## config.mk

```make
export PLATFORM = sky130hd
export DESIGN_NAME = alu_muldiv_seq
export DESIGN_NICKNAME = d
export VERILOG_FILES = /design/src/rtl/alu_muldiv_seq_pkg.sv /design/src/rtl/alu_muldiv_seq_step.sv /design/src/rtl/alu_muldiv_seq.sv
export SDC_FILE = /design/constraint.sdc
export NUM_CORES = 1
export LEC_CHECK = 0
export BUFFER_PORTS_ARGS = -buffer_cell sky130_fd_sc_hd__buf_2
export CAP_MARGIN = 25
export CORE_MARGIN = 2
export CORE_UTILIZATION = 47
export CTS_CLUSTER_SIZE = 20
export DETAILED_ROUTE_END_ITERATION = 7
export PLACE_DENSITY = 0.73
export SYNTH_ARGS = -nofsm -noshare
export SYNTH_HDL_FRONTEND = slang
export SYNTH_SLANG_ARGS = --single-unit
```

## constraint.sdc

```tcl
create_clock -name clk -period 3.2 [get_ports clk]
set_input_delay 0.48 -clock clk [delete_from_list [all_inputs] [get_ports clk]]
set_output_delay 0.48 -clock clk [all_outputs]
set_load 0.03 [all_outputs]
```

## src/rtl/alu_muldiv_seq_pkg.sv

```systemverilog
// Shared constants for the multi-cycle MULTU/DIVU sequencer.
//   ALU_ADD / ALU_SUB : operation codes understood by the shared 32-bit ALU
//   OP_MULTU / OP_DIVU: encoding of the 'op' request input
//   state_t           : sequencer FSM states
package alu_muldiv_seq_pkg;
  localparam int ALU_CTRL_W = 5;
  localparam logic [ALU_CTRL_W-1:0] ALU_ADD = 5'b00000;
  localparam logic [ALU_CTRL_W-1:0] ALU_SUB = 5'b00001;

  localparam logic OP_MULTU = 1'b0;
  localparam logic OP_DIVU  = 1'b1;

  typedef enum logic [1:0] {
    IDLE = 2'd0,
    RUN  = 2'd1,
    DONE = 2'd2
  } state_t;
endpackage

```

## src/rtl/alu_muldiv_seq_step.sv

```systemverilog
// One MULTU/DIVU iteration (the muldiv step), purely combinational.
//   mode       : OP_MULTU (shift-add) or OP_DIVU (restoring divide)
//   pr         : P (multiply partial product) / R (divide remainder)
//   q          : Q (multiplier bits / quotient-dividend shift register)
//   md         : M (multiplicand) / D (divisor)
//   alu_result : ALU output for this cycle (P+M or {R,Q[31]}-D)
//   pr_next, q_next : working registers after the iteration
module alu_muldiv_seq_step
  import alu_muldiv_seq_pkg::*;
#(
  parameter int WIDTH = 32
) (
  input  logic             mode,
  input  logic [WIDTH-1:0] pr,
  input  logic [WIDTH-1:0] q,
  input  logic [WIDTH-1:0] md,
  input  logic [WIDTH-1:0] alu_result,
  output logic [WIDTH-1:0] pr_next,
  output logic [WIDTH-1:0] q_next
);
  logic [WIDTH-1:0] s;
  logic [WIDTH-1:0] shifted;
  logic             carry;
  logic             take;

  always_comb begin
    s       = pr;
    carry   = 1'b0;
    shifted = {pr[WIDTH-2:0], q[WIDTH-1]};
    take    = 1'b0;
    pr_next = pr;
    q_next  = q;
    if (mode == OP_MULTU) begin
      // ALU has no carry-out; an unsigned wrap shows up as result < P.
      if (q[0]) begin
        s     = alu_result;
        carry = (alu_result < pr);
      end
      pr_next = {carry, s[WIDTH-1:1]};
      q_next  = {s[0], q[WIDTH-1:1]};
    end else begin
      // R[31] set means the shifted remainder is really 33 bits wide and
      // therefore always exceeds D; the ALU's modulo result is still correct.
      take    = pr[WIDTH-1] | (shifted >= md);
      pr_next = take ? alu_result : shifted;
      q_next  = {q[WIDTH-2:0], take};
    end
  end
endmodule

```

## src/rtl/alu_muldiv_seq.sv

```systemverilog
// Multi-cycle unsigned MULTU/DIVU controller that borrows the shared ALU for
// one iteration per cycle.
//   clk, rst_n        : clock, synchronous active-low reset
//   start, op         : request (taken only in IDLE), 0=MULTU 1=DIVU
//   src_a, src_b      : multiplicand/dividend, multiplier/divisor
//   busy, done        : busy during RUN, one-cycle done pulse with result
//   hi, lo            : product[63:32]/[31:0] or remainder/quotient
//   div_by_zero       : DIVU with src_b==0; held until next accepted start
//   alu_in1/2, alu_control, alu_result : ALU interface (ALU is external)
module alu_muldiv_seq
  import alu_muldiv_seq_pkg::*;
#(
  parameter int WIDTH = 32,
  parameter int CNT_W = 6
) (
  input  logic                  clk,
  input  logic                  rst_n,
  input  logic                  start,
  input  logic                  op,
  input  logic [WIDTH-1:0]      src_a,
  input  logic [WIDTH-1:0]      src_b,
  output logic                  busy,
  output logic                  done,
  output logic [WIDTH-1:0]      hi,
  output logic [WIDTH-1:0]      lo,
  output logic                  div_by_zero,
  output logic [WIDTH-1:0]      alu_in1,
  output logic [WIDTH-1:0]      alu_in2,
  output logic [ALU_CTRL_W-1:0] alu_control,
  input  logic [WIDTH-1:0]      alu_result
);
  state_t           state_q, state_d;
  logic [CNT_W-1:0] cnt_q;
  logic [WIDTH-1:0] hi_q, lo_q, md_q;
  logic [WIDTH-1:0] pr_next, q_next;
  logic             op_q;
  logic             dbz_q;
  logic             dbz_req;
  logic             last;

  assign dbz_req = (op == OP_DIVU) && (src_b == '0);
  assign last    = (cnt_q == CNT_W'(WIDTH-1));

  always_comb begin
    state_d = state_q;
    case (state_q)
      IDLE:    if (start) state_d = dbz_req ? DONE : RUN;
      RUN:     if (last)  state_d = DONE;
      DONE:    state_d = IDLE;
      default: state_d = IDLE;
    endcase
  end

  // ALU is only ours during RUN; park it at ADD 0+0 otherwise.
  always_comb begin
    alu_in1     = '0;
    alu_in2     = '0;
    alu_control = ALU_ADD;
    if (state_q == RUN) begin
      alu_in2 = md_q;
      if (op_q == OP_MULTU) begin
        alu_in1 = hi_q;
      end else begin
        alu_in1     = {hi_q[WIDTH-2:0], lo_q[WIDTH-1]};
        alu_control = ALU_SUB;
      end
    end
  end

  alu_muldiv_seq_step #(.WIDTH(WIDTH)) u_step (
    .mode       (op_q),
    .pr         (hi_q),
    .q          (lo_q),
    .md         (md_q),
    .alu_result (alu_result),
    .pr_next    (pr_next),
    .q_next     (q_next)
  );

  always_ff @(posedge clk) begin
    if (!rst_n) begin
      state_q <= IDLE;
      cnt_q   <= '0;
      hi_q    <= '0;
      lo_q    <= '0;
      md_q    <= '0;
      op_q    <= OP_MULTU;
      dbz_q   <= 1'b0;
    end else begin
      state_q <= state_d;
      case (state_q)
        IDLE: if (start) begin
          op_q  <= op;
          cnt_q <= '0;
          if (dbz_req) begin
            hi_q  <= src_a;
            lo_q  <= '1;
            dbz_q <= 1'b1;
          end else begin
            dbz_q <= 1'b0;
            hi_q  <= '0;
            lo_q  <= (op == OP_DIVU) ? src_a : src_b;
            md_q  <= (op == OP_DIVU) ? src_b : src_a;
          end
        end
        RUN: begin
          hi_q  <= pr_next;
          lo_q  <= q_next;
          cnt_q <= cnt_q + 1'b1;
        end
        default: ;
      endcase
    end
  end

  assign busy        = (state_q == RUN);
  assign done        = (state_q == DONE);
  assign hi          = hi_q;
  assign lo          = lo_q;
  assign div_by_zero = dbz_q;
endmodule

```

### Word-level counts from Yosys, hierarchy flattened

Index checks and enable logic that the tools add are counted.

* $add $sub $neg: 1
* $lt $le $gt $ge: 2
* equal/unequal tests: 5
* muxes and demuxes: 25
* bitwise logic cells: 2
* reductions and logical operators: 8

Operators with widths (count)
* $mux 32: 13
* $pmux 32 s2: 2
* $ge 32x32->1: 1
* $logic_not 32->1: 1
* $lt 32x32->1: 1
* $pmux 6 s2: 1
* $add 6x1->6 const B: 1
* $eq 6x5->1 const B: 1
* $mux 2: 3
* $mux 6: 1
* $reduce_and 2->1: 3
* $mux 1: 4
* $pmux 2 s2: 1
* $reduce_and 3->1: 1
* $eq 2x1->1 const B: 1
* $eq 2x2->1 const B: 1
* $logic_not 2->1: 1
* $ne 2x1->1 const B: 1
* $ne 2x2->1 const B: 1
* $reduce_bool 2->1: 1
* $logic_and 1x1->1: 1
* $not 1->1: 1
* $or 1x1->1: 1

* bits in registers: 106
* output and inout bits: 136

### Logic depth before layout (Yosys ltp)

* word-level depth: 5
* mapped depth: 10
* mapped depth without buffers: 9

### By module

From an unflattened synthesis, not the netlist that was laid out.

* cell total of the unflattened synthesis: 1175
* area, all modules: 9207.6 µm²

Modules (own cells, without submodules)
* alu_muldiv_seq: times used 1, cells an instance 731, area each 6287.3 µm², seq. area each 2122.0 µm²
* alu_muldiv_seq_step: times used 1, cells an instance 444, area each 2920.3 µm², seq. area each 0.0 µm²

### Worst setup path after synthesis

No wires, ideal clock.

* kind: register to register
* start: register hi_q[14], in the netlist hi[14]
* end: register hi_q[22], in the netlist hi[22]
* library setup time: 159 ps
* arrival: 2552 ps
* setup slack: 489 ps
* cell stages (with the launch flop): 10
* cells stage by stage: dfxtp_1 -> ha_1 -> a2111oi_4 -> o211ai_1 -> a221o_1 -> a31o_1 -> a22oi_4 -> buf_12 -> mux2i_1 -> a221oi_2

* cells in the longest elaborated chain, start to end: 5

Ends and longest elaborated chain
* start: declaration: RTL line alu_muldiv_seq.sv:34 `logic [WIDTH-1:0] hi_q, lo_q, md_q;`
* start signal: assignment: RTL line alu_muldiv_seq.sv:96 `hi_q <= src_a;`
* start signal: assignment: RTL line alu_muldiv_seq.sv:107 `hi_q <= pr_next;`
* $ge 32x32->1: RTL line alu_muldiv_seq_step.sv:44 `take = pr[WIDTH-1] | (shifted >= md);`
* $or 1x1->1: RTL line alu_muldiv_seq_step.sv:44
* $mux 32: RTL line alu_muldiv_seq_step.sv:45 `pr_next = take ? alu_result : shifted;`
* $mux 32: RTL line alu_muldiv_seq_step.sv:33 `if (mode == OP_MULTU) begin`
* $pmux 32 s2: RTL line alu_muldiv_seq.sv:91 `case (state_q)`

No other way between the ends.
A chain may end at the register's enable or synchronous reset.

### Worst setup path after layout

* start: register md_q[15]
* end: register hi_q[5], in the netlist hi[5]

* cells in the longest elaborated chain, start to end: 5

Ends and longest elaborated chain
* start: declaration: RTL line alu_muldiv_seq.sv:34
* start signal: assignment: RTL line alu_muldiv_seq.sv:103 `md_q <= (op == OP_DIVU) ? src_b : src_a;`
* $ge 32x32->1: RTL line alu_muldiv_seq_step.sv:44
* $or 1x1->1: RTL line alu_muldiv_seq_step.sv:44
* $mux 32: RTL line alu_muldiv_seq_step.sv:45
* $mux 32: RTL line alu_muldiv_seq_step.sv:33
* $pmux 32 s2: RTL line alu_muldiv_seq.sv:91

No other way between the ends.

==> summary by stage <==
Worst setup path
The largest fanout on the critical path is 12. The arrival time of data at the critical path endpoint is 3120 ps. The timing startpoint of the critical path is md_q[15]. The signal on the critical path passes through inv_1, ha_1, a2111oi_4, o211ai_1, a221o_1, a31o_1, a22oi_4, buf_12, mux2i_1, a221oi_2. The worst register-to-register path has a setup slack of 290 ps. Together, buffers and inverters on the worst path number 2.

STA classifies the critical path startpoint as a flip-flop. For this run, the slowest stage of the critical path takes 460 ps. In this run the critical register-to-register path is launched from md_q[15].

The slowest stage of the critical path is the sky130_fd_sc_hd__a22oi_4 cell. STA classifies the critical path endpoint as a flip-flop. The worst setup path category is flip-flop to flip-flop. The family with the most delay on the worst path is compound AO/OA/AOI/OAI gates. For the worst setup path, the data required time is 3410 ps.

Place
In this run, placement finished with an instance count of 1501. Summed over all nets, the half-perimeter wirelength after detailed placement is 21600 µm. The weighted congestion at the end of routability-driven global placement is 0.881. Buffers placed on the I/O ports in this run total 231. The cell area after placement is 0.0102 mm².

Die
Once the floorplan was initialized, standard cells occupied 47.5% of the core. The number of cell rows is 50. The floorplan step defined a die boundary enclosing 0.0198 mm². The I/O pin count is 236. The die is 141 µm wide. The height of the die is 141 µm. The core region is 0.0185 mm².

Layout
Leaving out filler cells and counting taps, the final layout contains 1521. The library cells used most frequently in the layout, excluding fill and tap cells, are sky130_fd_sc_hd__buf_2, sky130_fd_sc_hd__mux2i_1, sky130_fd_sc_hd__nand2_1. The layout overhead on the synthesized area is 19.4%.

The most common cell after layout, fill and taps aside is sky130_fd_sc_hd__buf_2. The finished cells cover 0.0105 mm². The fraction of layout cells with a size suffix above 1 is 25.2%. The net count of the finished layout is 1443.

Timing
In the final timing run, aggregate negative setup slack is 0 ps. The final hold violation count is 0. The worst clock skew is 8.80 ps.

For the pin with the worst max-slew slack, the measured transition is 804 ps. Setup violations remaining at the end of the flow were counted as 0. The max-slew violation count came to 0.

The minimum period implied by the final worst setup slack is 2910 ps. The tightest hold path in the finished design has a slack of 462 ps. The fmax is 0.344 GHz. Setup repair after global routing left no endpoint under its margin. In the finished design, the share of the clock period the worst path needs comes to 90.9%. In this run the tightest slew margin relative to its limit is 46.4%.

Power
The total power consumption of the routed design is 4.42 mW. Cell internal power was estimated by the tool at 2.66 mW. For this design the ratio of total power to cell area is 421 mW/mm². The combinational group share of total power is 39.3%.

The total net switching power is 1.76 mW. The fraction of power spent switching nets is 39.8%. The peak ir drop on the vdd network is 255 µV.

The clock network fraction of total power is 25.3%. The reported leakage power is 5.04 nW. Registers are responsible for 35.4% of the overall power.

Routing
The detailed-route DRC error count is 0. After detailed routing, the average wire length per cell comes to 19.2 µm. The first detailed-routing pass ran for 5 iterations. The DRC violation total after the first TritonRoute iteration is 611. Wires add up to 29200 µm. The total number of vias is 9045.

The count of nets left with antenna violations once routing finished came out at 0. The vias per cell is 5.95.

Global routing
The fraction of met1 tracks used by global routing is 36.6%. The via count of the first global-routing pass came to 8493. For met2 alone, demand over resource in global routing was 47.5%. Across every metal layer, demand over resource in global routing totals 28.5%. Global routing consumed, on the met3 layer, 5.47% of the routing resources. The leftover overflow at the end of global routing is 0. Entering global routing, the biggest net connects 164 pins. The number of antenna violations at the first check in global routing is 5. The first global-routing pass estimated 45300 µm of wire. The most crowded layer after global routing is met2.

CTS
The post-CTS setup buffer count is 0. The hold buffer count at CTS is 0. CTS built an H-tree with a depth of 3. For this design, the sink count on the clock tree is 106.

Clock-pin slew was measured on the worst setup and hold paths at 80 ps. The maximum count of clock buffers along a single path is 2. The TritonCTS clock tree is yes. The insertion delay to the later sink of the worst-skew pair is 360 ps. The number of buffers created by CTS is 9. The number of gates resized after CTS was 0. The cell chosen for the clock root is sky130_fd_sc_hd__clkbuf_16.

Synthesis
The area fraction in compound gates after synthesis is 25.4%. The combinational family with the most area after synthesis is compound AO/OA/AOI/OAI gates. The adder-cell area share of the yosys netlist is 9.10%.

During synthesis, Yosys emitted a total of 0 warnings. The proportion of synthesized chip area in sequential cells is 24.1%. Synthesis produced a netlist whose cell count is 1096. The mean instance size in the synthesized netlist is 8.03 µm². The synthesized netlist devotes 0% of its cell area to XOR and XNOR gates.

The number of flops mapped to enable cells by yosys is 0. The simple-gate share of the synthesized area is 15.7%. Counting flops with an async set or reset pin after synthesis yields a share of 0%.

The count of different cell masters after synthesis is 53. The mapped netlist covers 0.00880 mm². Synthesis inferred 106 register bits. The multiplexer area fraction after synthesis is 18.1%. The leading register cell type out of synthesis is sky130_fd_sc_hd__dfxtp_1.

Flow run
The max-capacitance violation count is 0.

Worst hold path
The launch point of the worst hold path is div_by_zero. The class of the worst hold path is flip-flop to flip-flop.

Status
The flow ran to the end, and the final reports show no timing, DRC or antenna violations.
power groups by stage:
stage	Sequential [mW]	Combinational (mW)	Clock [mW]
2_1_floorplan	1.69	1.12	0
3_3_place_gp	1.59	1.69	0
3_5_place_dp	1.60	1.72	0
4_1_cts	1.56	1.73	1.14
5_1_grt	1.58	1.89	1.18
6_report	1.57	1.74	1.12
cells in the mapped netlist, types with 29 or more instances:
cell | n | share of area (%)
sky130_fd_sc_hd__and2_1 | 34 | 2.4
sky130_fd_sc_hd__inv_1 | 66 | 2.8
sky130_fd_sc_hd__nor2_1 | 109 | 4.6
sky130_fd_sc_hd__o211a_1 | 32 | 3.6
sky130_fd_sc_hd__o21ai_0 | 96 | 5.5
sky130_fd_sc_hd__nand2_1 | 125 | 5.3
sky130_fd_sc_hd__dfxtp_1 | 106 | 24
sky130_fd_sc_hd__clkbuf_1 | 67 | 2.9
sky130_fd_sc_hd__a221oi_2 | 29 | 4.9
sky130_fd_sc_hd__a31oi_1 | 32 | 2.3
sky130_fd_sc_hd__mux2i_1 | 159 | 18
sky130_fd_sc_hd__o221ai_1 | 31 | 3.1
sky130_fd_sc_hd__ha_1 | 64 | 9.1
metrics by stage:
stage	setup WS, ps	util, %
5_1_grt	115	56.8
4_1_cts	294	56.6
6_report	291	56.8
3_3_place_gp	441	55.0
3_5_place_dp	313	55.0
2_1_floorplan	489	-
worst min-delay path, stage by stage (launching register included):
cell and delay [ps]:
sky130_fd_sc_hd__dfxtp_1 320, sky130_fd_sc_hd__nand2_1 50, sky130_fd_sc_hd__a21boi_1 50
kinds of logic after synthesis:
logic type      after synthesis
compound gates              293
fa+ha+maj                    64
buf+inv                     161
flops                       106
mux                         159
other cells                   1
simple gates                312
path summary, 6_finish.rpt:
check	endpoint	depth (start not counted)
worst max register to register	hi[5]	10
worst min register to register	div_by_zero	2
worst min-delay path	div_by_zero	2
worst max-delay path	hi[5]	10
flip-flops by register name, indices dropped and copies added, names as in the netlist:
name / flops
cnt_q: 6
div_by_zero: 1
hi: 32
lo: 32
md_q: 32
op_q: 1
state_q: 2
routing by layer:
metal	wire length (µm)	part of all wire, %	vias to the layer above
li1	-	-	4314
met1	12300	42	4251
met4	1000	3.4	4
met3	2080	7.1	66
met2	13800	47	410
met5	20	0.069	-
final cells by class:
type                    instances  area (µm²)
fillers                      1774        8010
multi-input cells             832        6040
flip-flops and latches        106        2130
repair buffers                263        1510
well taps                     234         293
inverters                      67         251
clock buffers                   9         225
clock inverters                 7        57.6
diodes                          3        7.51
No activity file was read; power rests on OpenSTA's default activity.
